File: src/rtl/fifo_n_base.sv
// fifo_n_base: parametrised N-entry, W-bit FIFO with the enq/deq/first
// method-handshake port set, plus occupancy count, almost-full flag and a
// synchronous flush (clear).
//
// Storage is a circular register array. It is addressed by a read pointer and
// a write pointer. Full and empty are decided from the explicit occupancy
// count. They are never decided from pointer equality.
//
// Ports:
//   CLK            clock, all state updates on the rising edge
//   RST            synchronous active-high reset (overrides everything)
//   in_enq__ENA    enqueue request (ignored while not ready)
//   in_enq_v       enqueue data
//   in_enq__RDY    FIFO not full
//   in_clear__ENA  flush all entries (priority over enq/deq)
//   in_clear__RDY  constant 1
//   out_deq__ENA   dequeue request (ignored while not ready)
//   out_deq__RDY   FIFO not empty
//   out_first      head element (don't-care when empty)
//   out_first__RDY FIFO not empty
//   out_count      current occupancy, 0..DEPTH
//   out_afull      count >= AFULL
module fifo_n_base #(
  parameter int WIDTH = 16,
  parameter int DEPTH = 4,
  parameter int AFULL = 3,
  localparam int CW = $clog2(DEPTH + 1)
) (
  input  logic             CLK,
  input  logic             RST,
  input  logic             in_enq__ENA,
  input  logic [WIDTH-1:0] in_enq_v,
  output logic             in_enq__RDY,
  input  logic             in_clear__ENA,
  output logic             in_clear__RDY,
  input  logic             out_deq__ENA,
  output logic             out_deq__RDY,
  output logic [WIDTH-1:0] out_first,
  output logic             out_first__RDY,
  output logic [CW-1:0]    out_count,
  output logic             out_afull
);

  localparam int PW = $clog2(DEPTH);

  logic [WIDTH-1:0] mem [DEPTH];
  logic [PW-1:0]    rptr_reg, rptr_next;
  logic [PW-1:0]    wptr_reg, wptr_next;
  logic [CW-1:0]    count_reg, count_next;

  logic full;
  logic empty;
  logic enq;
  logic deq;

  assign full  = (count_reg == CW'(DEPTH));
  assign empty = (count_reg == '0);

  // Requests made while not ready are silently dropped here.
  assign enq = in_enq__ENA & ~full;
  assign deq = out_deq__ENA & ~empty;

  always_comb begin
    rptr_next  = rptr_reg;
    wptr_next  = wptr_reg;
    count_next = count_reg;
    if (in_clear__ENA) begin
      rptr_next  = '0;
      wptr_next  = '0;
      count_next = '0;
    end else begin
      if (enq) wptr_next = wptr_reg + 1'b1;
      if (deq) rptr_next = rptr_reg + 1'b1;
      // A simultaneous enq and deq leaves the count unchanged.
      case ({enq, deq})
        2'b10:   count_next = count_reg + 1'b1;
        2'b01:   count_next = count_reg - 1'b1;
        default: count_next = count_reg;
      endcase
    end
  end

  always_ff @(posedge CLK) begin
    if (RST) begin
      rptr_reg  <= '0;
      wptr_reg  <= '0;
      count_reg <= '0;
    end else begin
      rptr_reg  <= rptr_next;
      wptr_reg  <= wptr_next;
      count_reg <= count_next;
    end
  end

  // The storage array has no reset. Writes are suppressed under reset and
  // clear, so a discarded enq leaves no trace.
  always_ff @(posedge CLK) begin
    if (enq && !RST && !in_clear__ENA) begin
      mem[wptr_reg] <= in_enq_v;
    end
  end

  // Every output comes from registered state only. There is no path from
  // any __ENA input.
  assign in_enq__RDY    = ~full;
  assign in_clear__RDY  = 1'b1;
  assign out_deq__RDY   = ~empty;
  assign out_first__RDY = ~empty;
  assign out_first      = mem[rptr_reg];
  assign out_count      = count_reg;
  assign out_afull      = (count_reg >= CW'(AFULL));

endmodule

File: config.mk
export PLATFORM = sky130hd
export DESIGN_NAME = fifo_n_base
export DESIGN_NICKNAME = d
export VERILOG_FILES = /design/src/rtl/fifo_n_base.sv
export SDC_FILE = /design/constraint.sdc
export NUM_CORES = 1
export LEC_CHECK = 0
export ABC_AREA = 1
export CELL_PAD_IN_SITES_DETAIL_PLACEMENT = 0
export CELL_PAD_IN_SITES_GLOBAL_PLACEMENT = 1
export CORE_ASPECT_RATIO = 0.5
export CORE_MARGIN = 2
export CORE_UTILIZATION = 40
export CTS_BUF_LIST = sky130_fd_sc_hd__clkbuf_4
export DETAILED_ROUTE_END_ITERATION = 16
export PLACE_DENSITY_LB_ADDON = 0.1
export SETUP_SLACK_MARGIN = 0.2
export SYNTH_ARGS = -nofsm -noshare
export SYNTH_HDL_FRONTEND = slang
export SYNTH_SLANG_ARGS = --single-unit
File: constraint.sdc
create_clock -name CLK -period 1.75 [get_ports CLK]
set_input_delay 0.175 -clock CLK [delete_from_list [all_inputs] [get_ports CLK]]
set_output_delay 0.175 -clock CLK [all_outputs]
set_load 0.05 [all_outputs]
======== Word-level counts from Yosys, hierarchy flattened ========
Memory sizes are Yosys's and may differ from the RTL's. A register that Yosys moved wholly into a read port is not among the register bits.
Cells that the tools add are included.
word-level totals
  flip-flop bits (word level) ............. 7
  bits in writable memories ............... 64
  input port bits ......................... 21
  memories kept ........................... 1
memories
  memory  words  width  read ports  clocked after memory_dff  wr ports  line  RTL
  mem     4      16     1           1                         1         46    logic [WIDTH-1:0] mem [DEPTH];
operators by class
  add/sub/neg operators ................... 4
  order comparisons ....................... 1
  eq/ne operators ......................... 3
  muxes and demuxes ....................... 5
  bitwise gates (word level) .............. 4
  reductions and logical operators ........ 7
operators with widths
  operator             count
  $pmux 3 s2           1
  $add 2x1->2 const B  2
  $mux 2               2
  $add 3x1->3 const B  1
  $eq 3x3->1 const B   1
  $ge 3x2->1 const B   1
  $logic_not 3->1      1
  $sub 3x1->3 const B  1
  $and 1x1->1          2
  $eq 2x1->1 const B   1
  $eq 2x2->1 const B   1
  $logic_and 1x1->1    2
  $logic_not 1->1      2
  $mux 1               2
  $not 1->1            2
  $reduce_bool 2->1    1
  $reduce_or 2->1      1

======== Longest topological paths before layout ========
Gate-level depths: netlist of run 1.
  depth in word-level cells ............... 7
  mapped depth ............................ 13
  depth with buffers taken out ............ 13

======== Worst setup path after synthesis of run 1 ========
OpenSTA, ideal clock, no wires.
  path kind ............................... reg2reg
  start ................................... register count_reg[2], in the netlist out_count[2]
  end ..................................... register count_reg[2], in the netlist out_count[2]
  library setup time ...................... 113 ps
  arrival time ............................ 2191 ps
  data required time ...................... 1637 ps
  slack ................................... -555 ps
  stages on the path, launching flop included .. 14
  period minus slack after synthesis ...... 2305 ps
  cells stage by stage .................... dfxtp_1 > inv_1 > nand2_2 > nand2_1 > inv_1 > ha_1 > inv_1 > fa_1 > inv_1 > nand2_1 > nand3_1 > nand2_1 > nand2_1 > nor2_1
between the ends
  word-level cells in the longest chain between the ends .. 5
  elaborated cells on any way between the ends .. 12
  those cells by class .................... 2 x add/sub; 3 x eq/ne; 1 x mux; 4 x bitwise; 2 x reduce/logical
ends and longest elaborated chain
  item                                                    line  RTL
  start: declaration                                      49    logic [CW-1:0] count_reg, count_next;
  start signal: assignment                                91    count_reg <= count_next;
  $logic_not 3->1 *                                       57    assign empty = (count_reg == '0);
  $not 1->1 *                                             -
  named net out_deq__RDY                                  37    output logic out_deq__RDY,
  $and 1x1->1 *                                           61    assign deq = out_deq__ENA & ~empty;
  named net deq                                           54    logic deq;
  $eq 2x1->1 / $eq 2x2->1 (equally long branches)         75    case ({enq, deq})
  $pmux 3 s2 / $reduce_bool 2->1 (equally long branches)  -
The timed path passes the listed nets; every way through them passes the cells marked *.
A chain may end at the register's enable or synchronous reset.

==> results of run 1 <==
==> worst max path at each step <==
stage                     slack (ns)      endpoint          from  cells after the start
after floorplan               -0.002  out_count[2]  out_count[1]                     12
after global placement         -0.09  out_count[2]   in_enq__ENA                     12
after detailed placement       -0.16  out_count[2]   in_enq__ENA                     11
after CTS                      0.003  out_first[2]          flop                      4
after global routing           -0.06  out_first[6]          flop                      6
final                           0.05  out_first[2]          flop                      6
==> cell usage after synthesis <==
library cell and instances:
nand3b_1 1, o21ai_1 28, o22ai_1 16, buf_4 4
nor2_2 3, a21oi_1 3, fa_1 1, dfxtp_1 9
a21boi_2 1, o21ai_0 7, inv_2 2, nand2_2 1
buf_2 6, nor2_1 44, conb_1 1, nand3_1 4
inv_1 17, ha_1 5, nand2_1 14, edfxtp_1 64
==> cells in the final DEF (no fill, tap or decap), types with 3 or more instances in the layout <==
cell	instances
nand3_1	3
inv_2	4
nand2_1	10
buf_12	6
inv_4	3
dfxtp_1	4
o21ai_1	25
inv_1	11
o22ai_2	16
dfxtp_4	5
clkdlybuf4s50_1	20
buf_4	12
nor2_2	11
nor2_1	31
edfxtp_1	64
clkbuf_4	10
ha_1	4
bufinv_16	3
buf_6	21
o21ai_2	6
o21ai_0	4
nor2_4	5
==> worst register-to-register path, delay by kind of cell (launching register included) <==
kind,cells,cell delay (ns)
buffers and inverters,2,0.10
AND/OR/NAND/NOR,6,0.54
AO/OA/AOI/OAI,1,0.10
adder cells (fa/ha/maj),2,0.49
flip-flops,1,0.37
==> routing by layer <==
layer  GRT usage (%)  up-vias
met5               0        -
met4            5.62        0
met3            6.95        2
met2            25.1       47
met1            19.0      924
li1                -      958
==> final cells by class <==
class	instances	area [um^2]	share of cell area (%)
Clock buffer	10	75.1	1.80
Clock inverter	6	115	2.76
Inverter	19	86.3	2.07
Multi-Input combinational cell	129	896	21.5
Sequential cell	73	2120	50.9
Tap cell	92	115	2.76
Timing Repair Buffer	68	761	18.2
==> power groups by stage <==
| stage | Clock (mW) | Sequential [mW] | Combinational (mW) |
|---|---|---|---|
| 6_report | 1.33 | 1.93 | 0.452 |
| 3_3_place_gp | 0 | 1.97 | 0.391 |
| 4_1_cts | 1.37 | 1.93 | 0.438 |
| 2_1_floorplan | 0 | 1.98 | 0.233 |
| 3_5_place_dp | 0 | 1.97 | 0.397 |
| 5_1_grt | 1.46 | 1.93 | 0.481 |
==> cells by family after synthesis <==
kind of cell / after synthesis / share of synthesized area [%]
buffers and inverters: 29 / 4.54
adder cells (fa/ha/maj): 6 / 2.86
AND/OR/NAND/NOR: 67 / 9.35
AO/OA/AOI/OAI: 55 / 10.4
flip-flops: 73 / 72.7
other: 1 / 0.130
==> timing repair <==
action,CTS,global route
endpoints found under the hold margin,0,0
buffers inserted,9,0
endpoints found under the setup margin,23,87
gates cloned,1,1
pin swaps,12,10
resized for setup,51,29
==> summary.md, run 1 <==
| Metric | Value |
|---|---|
| Outcome | `completed` |
| Gr usage total | `around 16%` |
| Hold_buf cts | `0` |
| Final setup margin | `just over 0.05 ns` |
| Switching portion of total power | `a little under a quarter` |
| Cell Chain, Critical Path | `inv_8 -> buf_12 -> buf_12 -> nor2_1 -> o22ai_2 -> buf_6` |
| Drt wl/cell | `around 15 um` |
| Sequential power share | `a little over half` |
| Min-delay src | `in_enq_v[7]` |
| Reg with most FFs | `mem` |
| Share of cells above drive strength 1 | `around two fifths` |
| Placer Congestion | `between 0.7 and 0.8` |
| Metal-1 WL | `about 2.7 mm` |
| Dpl hpwl | `roughly 3.6 mm` |
| Max-Cap Viols | `0` |
| Latest clock arrival within the worst-skew pair | `roughly 0.42 ns` |
| Final Max Slew Viols | `0` |
| Initial Utilization | `42.3%` |
| Initial DRT Pass Iterations | `4` |
| Clock Path Buffers | `2` |
| Chip Width | `around 120 um` |
| Critical path buffers and inverters | `4` |
| Post-synthesis register bit count | `between 70 and 80` |
| Power Dens Cells | `about 890 nW/um^2` |
| Met3 routed WL | `between 300 and 400 um` |
| Placed instance area | `around 3700 um^2` |
| Most common cell type on the critical path | `buf_12` |
| CP top delay family | `buffers and inverters` |
| Area grow syn2layout | `44.2%` |
| Sink Count | `73` |
| CTS H-tree depth | `3` |
| Clock network power share | `between 30% and 40%` |
| CP endpoint kind | `output port` |
| Synth warnings | `0` |
| Top Layer Used | `met4` |
| Die Y | `between 60 and 70 um` |
| Overflow after GRT | `0` |
| CP Launch Type | `flop` |
| Reg2reg setup slack | `about 0.09 ns` |
| CTS tree | `yes` |
| Design Area, Final | `~4200 um^2` |
| Final period util | `97.0%` |
| Largest net degree at the start of global routing | `20` |
| Row count | `21` |
| Peak VDD IR | `0.000374 V` |
| Worst path max stage delay | `0.40 ns` |
| Slowest-stage cell, CP | `dfxtp_4` |
| Vias in the first global route | `1,900` |
| Core area | `6830 um^2` |
| CP Class | `reg -> out` |
| R2R cell count | `11` |
| Starting DRT DRC Count | `approximately 140` |
| Clock Skew | `around 0.012 ns` |
| Setup TNS | `0 ns` |
| Synth cell types | `20` |
| Min Tclk post-route | `1.70 ns` |
| Met2 WL | `about 2.8 mm` |
| WL final | `between 5 and 6 mm` |
| Startpoint of the worst register-to-register path | `out_count[0]` |
| Post-synth top area share | `about two thirds` |
| Total CTS buffers | `9` |
| Initial antenna violation count | `0` |
| Final setup viols | `0` |
| Final Non-Filler Cells | `between 300 and 400` |
| Leading area contributor after synthesis | `edfxtp_1` |
| Placed instance count | `370` |
| Top post-synthesis cells by area | `edfxtp_1 (66%), dfxtp_1 (6.2%), nor2_1 (5.7%)` |
| Fill count | `between 500 and 600` |
| CP Max Fanout | `6` |
| WHS | `~0.38 ns` |
| DIE AREA | `about 8000 um^2` |
| Final core occ | `between 60 and 70%` |
| Root buffer selected by CTS | `clkbuf_4` |
| Switch Pwr | `between 0.8 and 0.9 mW` |
| Hold Path Class | `in -> reg` |
| Critical Path AT | `between 1.5 and 2 ns` |
| # DRC | `0` |
| Internal power | `2.85 mW` |
| Synth Instances | `~230` |
| Syn nets | `approximately 260` |
| Dpl ws | `-0.156 ns` |
| Max FFs per register | `between 60 and 70` |
| Cell Area, Synth | `2890 um^2` |
| First-pass GRT wire length | `9.14 mm` |
| Power Total | `between 3 and 4 mW` |
| Layout Nets | `about 330` |
| I/O pin count | `45` |
| Final hold violations | `0` |
| Worst EP required | `~1.6 ns` |
| Vias per cell | `a little under 5` |
| Gate power share | `roughly 12%` |
| Via Count | `between 1,500 and 2,000` |
| Worst hold stages | `1` |
| Leak | `between 1.5 and 2 nW` |
| # port buffers | `between 40 and 50` |
| RSZ-0062 raised after global routing | `true` |
| Clk pin slew, worst setup/hold paths | `between 0.1 and 0.15 ns` |
| Fmax achieved | `roughly 600 MHz` |
| Worst r2r dst | `out_count[2]` |
| Hold endpoint | `mem[0][7]` |
| Seq/Total Area, Yosys | `between 70 and 80%` |
| Mean Syn Cell Area | `roughly 13 um^2` |
| Routed Antenna Nets | `0` |
| N_diodes | `0` |
No activity file was read; power rests on OpenSTA's default activity.
==> inputs of run 2 (changes only) <==
- CORE_UTILIZATION: 40 -> 44
- CTS_CLUSTER_SIZE: default -> 40
- clock period: 1.75 -> 1.9 ns (I/O delays scaled with it)
==> run 2 against run 1 <==
- clock power down 30%
- sequential power down 8%
- power down 17%
- largest power group unchanged
- final area down 5.9%
- largest cell class unchanged
- critical path type unchanged
- clock skew about the same
- final cell count down 2.8%
==> summary.md, run 2 (synthesis results as in run 1) <==
| Metric | Value |
|---|---|
| Via Count | `1,917 (-0.73%)` |
| Placer Congestion | `0.713 (-6.1%)` |
| Area grow syn2layout | `35.6%` |
| Clock Path Buffers | `2 (unchanged)` |
| Die Y | `61.3 um (-4.4%)` |
| Gr usage total | `17.3% (+1.7 points)` |
| Final Max Slew Viols | `0 (unchanged)` |
| Row count | `20 (-4.8%)` |
| Dpl hpwl | `3.29 mm (-7.5%)` |
| WHS | `0.392 ns (+0.0130 ns)` |
| Top Layer Used | `met4` |
| Vias per cell | `4.97 (+2.1%)` |
| DIE AREA | `7280 um^2 (-8.7%)` |
| Max FFs per register | `64 (unchanged)` |
| Initial antenna violation count | `0 (unchanged)` |
| Hold_buf cts | `0 (unchanged)` |
| Min Tclk post-route | `approximately 1.7 ns` |
| R2R cell count | `11 (unchanged)` |
| Met3 routed WL | `439 um (+23%)` |
| Worst hold stages | `1 (unchanged)` |
| Max-Cap Viols | `0 (unchanged)` |
| Clock Skew | `0.0126 ns (+0.000174 ns)` |
| Worst EP required | `1.71 ns (+0.14 ns)` |
| WL final | `6.04 mm (+2.5%)` |
| Layout Nets | `320 (-2.1%)` |
| Worst r2r dst | `out_count[2]` |
| CP Class | `reg -> out` |
| Routed Antenna Nets | `0 (unchanged)` |
| Total CTS buffers | `9 (unchanged)` |
| Power Dens Cells | `784 nW/um^2 (-12%)` |
| Met2 WL | `2.87 mm (+2.7%)` |
| Final hold violations | `0 (unchanged)` |
| Overflow after GRT | `0 (unchanged)` |
| Sink Count | `73 (unchanged)` |
| Hold Path Class | `in -> reg` |
| CTS H-tree depth | `3 (unchanged)` |
| Drt wl/cell | `15.6 um (+5.4%)` |
| Chip Width | `119 um (-4.5%)` |
| CP Max Fanout | `8 (+2)` |
| Setup TNS | `0 ns (unchanged)` |
| Fmax achieved | `~580 MHz` |
| I/O pin count | `45 (unchanged)` |
| Hold endpoint | `mem[3][9]` |
| Reg2reg setup slack | `0.25 ns (+0.16 ns)` |
| First-pass GRT wire length | `9.07 mm (-0.83%)` |
| # port buffers | `43 (unchanged)` |
| Latest clock arrival within the worst-skew pair | `0.42 ns (about the same)` |
| CTS tree | `yes` |
| Metal-1 WL | `2.70 mm (-1.2%)` |
| Core area | `6210 um^2 (-9.2%)` |
| Outcome | `completed` |
| Leak | `1.40 nW (-6.8%)` |
| Commonest non-fill, non-tap cells in the layout | `edfxtp_1 (64), nor2_1 (35), clkdlybuf4s50_1 (20), buf_4 (20), o21ai_2 (17)` |
| Starting DRT DRC Count | `136 (unchanged)` |
| Critical Path AT | `1.53 ns (about the same)` |
| RSZ-0062 raised after global routing | `true` |
| N_diodes | `0 (unchanged)` |
| Initial Utilization | `46.6% (+4.3 points)` |
| Final setup viols | `0 (unchanged)` |
| CP Launch Type | `flop` |
| # DRC | `0 (unchanged)` |
| CP endpoint kind | `output port` |
| Min-delay src | `in_enq_v[9]` |
| Vias in the first global route | `1,834 (-3.5%)` |
| Largest net degree at the start of global routing | `33 (+65%)` |
| Root buffer selected by CTS | `clkbuf_4` |
| Commonest non-fill, non-tap cell in the layout | `edfxtp_1` |
| Startpoint of the worst register-to-register path | `out_count[0]` |
| Clk pin slew, worst setup/hold paths | `0.12 ns (about the same)` |
| Share of cells above drive strength 1 | `34.2% (-6.8 points)` |
| Final period util | `between 90% and 100%` |
| Peak VDD IR | `0.000290 V (-22%)` |
| Initial DRT Pass Iterations | `4 (unchanged)` |
| Reg with most FFs | `mem` |
-- run 2: routing by layer --
layer	up-vias	global-route usage (%)
met2	49	28.6
met3	4	7.04
met1	907	21.3
met5	-	0
li1	957	-
met4	0	6.12
-- run 2: cell type report --
class / instances / area (um^2)
sequential: 73 / 2120
tap: 88 / 110
clock buffer: 10 / 75.1
fill: 504 / 2280
inverter: 19 / 81.3
multi-input combinational: 129 / 827
timing repair buffer: 61 / 651
clock inverter: 6 / 58.8
-- run 2: power by group --
group	switching, mW	total, mW	internal (mW)
Sequential	0.0163	1.78	1.76
Combinational	0.226	0.365	0.139
Clock	0.522	0.930	0.408
-- run 2: per-stage QoR --
| step | total power [mW] | instance area (um^2) | util [%] | cells | setup slack [ns] |
|---|---|---|---|---|---|
| final | 3.07 | 3920 | 63.2 | 386 | 0.176 |
| after global routing | 3.19 | 3920 | 63.2 | 386 | 0.102 |
| after detailed placement | 2.14 | 3510 | 56.5 | 362 | 0.0185 |
| after global placement | 2.14 | 3510 | 56.5 | 362 | 0.0384 |
| after floorplan | 2.02 | 2950 | - | 231 | 0.0813 |
| after CTS | 3.08 | 3780 | 60.9 | 380 | 0.126 |
-- run 2: worst max-delay path: stages (launching register included) --
cell,delay [ns]
dfxtp_4,0.50
buf_12,0.18
o21ai_2,0.05
o22ai_1,0.17
buf_4,0.23
-- run 2: how the worst max path moves through the flow --
stage / from / endpoint / cells after the start
3_5_place_dp: in_enq__ENA / out_count[1] / 7
3_3_place_gp: out_deq__ENA / out_count[2] / 12
5_1_grt: flop / out_first[11] / 4
4_1_cts: flop / out_first[5] / 4
2_1_floorplan: out_count[2] / out_count[2] / 13
6_report: flop / out_first[0] / 4
-- run 2: what timing repair did --
action	4_1_cts	5_1_grt
resized for setup	36	30
pin swaps	28	22
buffers inserted	0	5
cloned	2	1
setup endpoints to repair	22	21
==> inputs of run 3 (changes only) <==
- PLACE_DENSITY_LB_ADDON: 0.1 -> 0.15
==> run 3 against run 2 <==
- fmax fell by 2.2%
- highest routed layer unchanged
- final area rose by 8.8%
- sequential share of layout area fell by 4.3 points
- sequential cell count did not move
- count of clock-buffer cells in the layout did not move
- power rose by 3.2%
- first-iteration DRC count rose by 12%
==> summary.md, run 3 (synthesis results as in run 1) <==
| Metric | Value |
|---|---|
| Drt wl/cell | `17.2 um (+9.8%)` |
| Final hold violations | `0 (unchanged)` |
| Hold Path Class | `in -> reg` |
| Final setup margin | `0.137 ns (-0.0386 ns)` |
| Chip Width | `119 um (unchanged)` |
| Placer Congestion | `0.754 (+5.7%)` |
| Via Count | `2,047 (+6.8%)` |
| Gr usage total | `19.7% (+2.4 points)` |
| Crit path to | `out_first[9]` |
| DIE AREA | `7280 um^2 (unchanged)` |
| N_diodes | `0 (unchanged)` |
| Layout Nets | `334 (+4.4%)` |
| Max FFs per register | `64 (unchanged)` |
| Final period util | `92.8% (+2.0 points)` |
| Clock network power share | `30.9% (+0.6 points)` |
| I/O pin count | `45 (unchanged)` |
| Final Max Slew Viols | `0 (unchanged)` |
| Commonest non-fill, non-tap cell in the layout | `edfxtp_1` |
| Sequential power share | `56.0% (-1.9 points)` |
| Min Tclk post-route | `1.76 ns (+0.0386 ns)` |
| Largest net degree at the start of global routing | `17 (-48%)` |
| Vias in the first global route | `2,002 (+9.2%)` |
| WL final | `6.87 mm (+14%)` |
| Initial antenna violation count | `0 (unchanged)` |
| Clk pin slew, worst setup/hold paths | `0.12 ns (about the same)` |
| Fmax achieved | `567 MHz (-2.2%)` |
| First-pass GRT wire length | `10.1 mm (+12%)` |
| Register area | `2120 um^2 (+0.12%)` |
| Switch Pwr | `0.820 mW (+7.2%)` |
| Final setup viols | `0 (unchanged)` |
| Row count | `20 (unchanged)` |
| Share of cells above drive strength 1 | `41.0% (+6.8 points)` |
| Die Y | `61.3 um (unchanged)` |
| Power Dens Cells | `744 nW/um^2 (-5.1%)` |
| Initial Utilization | `46.6% (unchanged)` |
| CTS tree | `yes` |
| CTS H-tree depth | `3 (unchanged)` |
| CP Max Fanout | `6 (-2)` |
| Internal power | `2.35 mW (+1.9%)` |
| Area occupied by multi-input gates | `888 um^2 (+7.4%)` |
| Dpl ws | `-0.0152 ns (-0.0336 ns)` |
| Max-Cap Viols | `0 (unchanged)` |
| Outcome | `completed` |
| # DRC | `0 (unchanged)` |
| Sink Count | `73 (unchanged)` |
| Startpoint of the worst register-to-register path | `out_count[1]` |
| Total CTS buffers | `9 (unchanged)` |
| Clock Skew | `0.0149 ns (+0.00228 ns)` |
| Hold_buf cts | `0 (unchanged)` |
| RSZ-0062 raised after global routing | `true` |
| Gate power share | `13.1% (+1.2 points)` |
| R2R cell count | `12 (+1)` |
| Starting DRT DRC Count | `152 (+12%)` |
| # port buffers | `43 (unchanged)` |
| Worst EP required | `1.71 ns (about the same)` |
| Initial DRT Pass Iterations | `4 (unchanged)` |
| CP endpoint kind | `output port` |
| Critical Path AT | `1.57 ns (+0.04 ns)` |
| Reg2reg setup slack | `0.22 ns (-0.03 ns)` |
| Area grow syn2layout | `47.5%` |
| Dpl hpwl | `3.56 mm (+8.1%)` |
| Fill count | `451 (-11%)` |
| Root buffer selected by CTS | `clkbuf_4` |
| Power Total | `3.17 mW (+3.2%)` |
| CP Launch Type | `flop` |
| Commonest non-fill, non-tap cells in the layout | `edfxtp_1 (64), nor2_1 (34), o21ai_2 (20), clkdlybuf4s50_1 (20), buf_4 (20)` |
| Routed Antenna Nets | `0 (unchanged)` |
| Overflow after GRT | `0 (unchanged)` |
| Core area | `6210 um^2 (unchanged)` |
| Reg with most FFs | `mem` |
| Vias per cell | `5.12 (+3.0%)` |
| Latest clock arrival within the worst-skew pair | `0.42 ns (about the same)` |
| Clock Path Buffers | `2 (unchanged)` |
| Peak VDD IR | `0.000306 V (+5.4%)` |
| WHS | `0.403 ns (+0.0111 ns)` |
| Leak | `1.54 nW (+9.8%)` |
| Worst r2r dst | `out_count[2]` |
| Switching portion of total power | `25.8% (+0.95 points)` |
| Final core occ | `68.7% (+5.5 points)` |
| CP Class | `reg -> out` |
run 3: per-stage QoR:
stage | std cells | instance area (um^2) | setup TNS (ns)
6_report | 400 | 4270 | 0
5_1_grt | 400 | 4270 | 0
4_1_cts | 395 | 4110 | 0
3_5_place_dp | 364 | 3520 | -0.0152
3_3_place_gp | 364 | 3520 | 0
2_1_floorplan | 231 | 2950 | 0
run 3: area by class of cell:
| cell class | count | area share, % |
|---|---|---|
| Clock buffer | 10 | 1.76 |
| Clock inverter | 6 | 1.58 |
| Inverter | 19 | 2.29 |
| Multi-Input combinational cell | 129 | 20.8 |
| Sequential cell | 73 | 49.7 |
| Tap cell | 88 | 2.58 |
| Timing Repair Buffer | 74 | 21.0 |
| Timing Repair inverter | 1 | 0.264 |
run 3: timing repair:
item                       CTS  global route
cloned                       8             0
gates resized for setup     72            33
setup buffers                7             5
pin swaps                   23            27
setup endpoints to repair   23            19
run 3: worst min path at each step:
stage	start	to	slack [ns]	cells past startpoint
floorplan	in_enq_v[0]	mem[0][0]	0.29	0
global placement	out_count[0]	out_count[0]	0.46	1
detailed placement	out_count[0]	out_count[0]	0.46	1
CTS	in_enq_v[12]	mem[3][12]	0.36	1
global route	in_enq_v[6]	mem[1][6]	0.37	1
finish	in_enq_v[7]	mem[2][7]	0.40	1
run 3: per-layer routing:
layer | track usage, % | vias up | routed length [um] | part of all wire (%)
met2 | 34.5 | 62 | 3440 | 50
met1 | 23.6 | 1001 | 3000 | 44
met3 | 6.85 | 4 | 399 | 5.8
met5 | 0 | - | 0 | 0
met4 | 6.97 | 0 | 29 | 0.42
li1 | - | 980 | - | -
run 3: critical path, cell delays in order (launching register included):
cell,delay [ns]
dfxtp_4,0.45
inv_8,0.07
buf_12,0.13
buf_16,0.13
o21ai_4,0.13
o22ai_2,0.09
buf_6,0.16
run 3: power by group through the flow:
| stage | Clock (mW) | Sequential (mW) | Combinational, mW |
|---|---|---|---|
| global route | 1.06 | 1.78 | 0.440 |
| global placement | 0 | 1.81 | 0.330 |
| detailed placement | 0 | 1.81 | 0.336 |
| floorplan | 0 | 1.82 | 0.193 |
| CTS | 1.01 | 1.78 | 0.387 |
| finish | 0.982 | 1.78 | 0.415 |
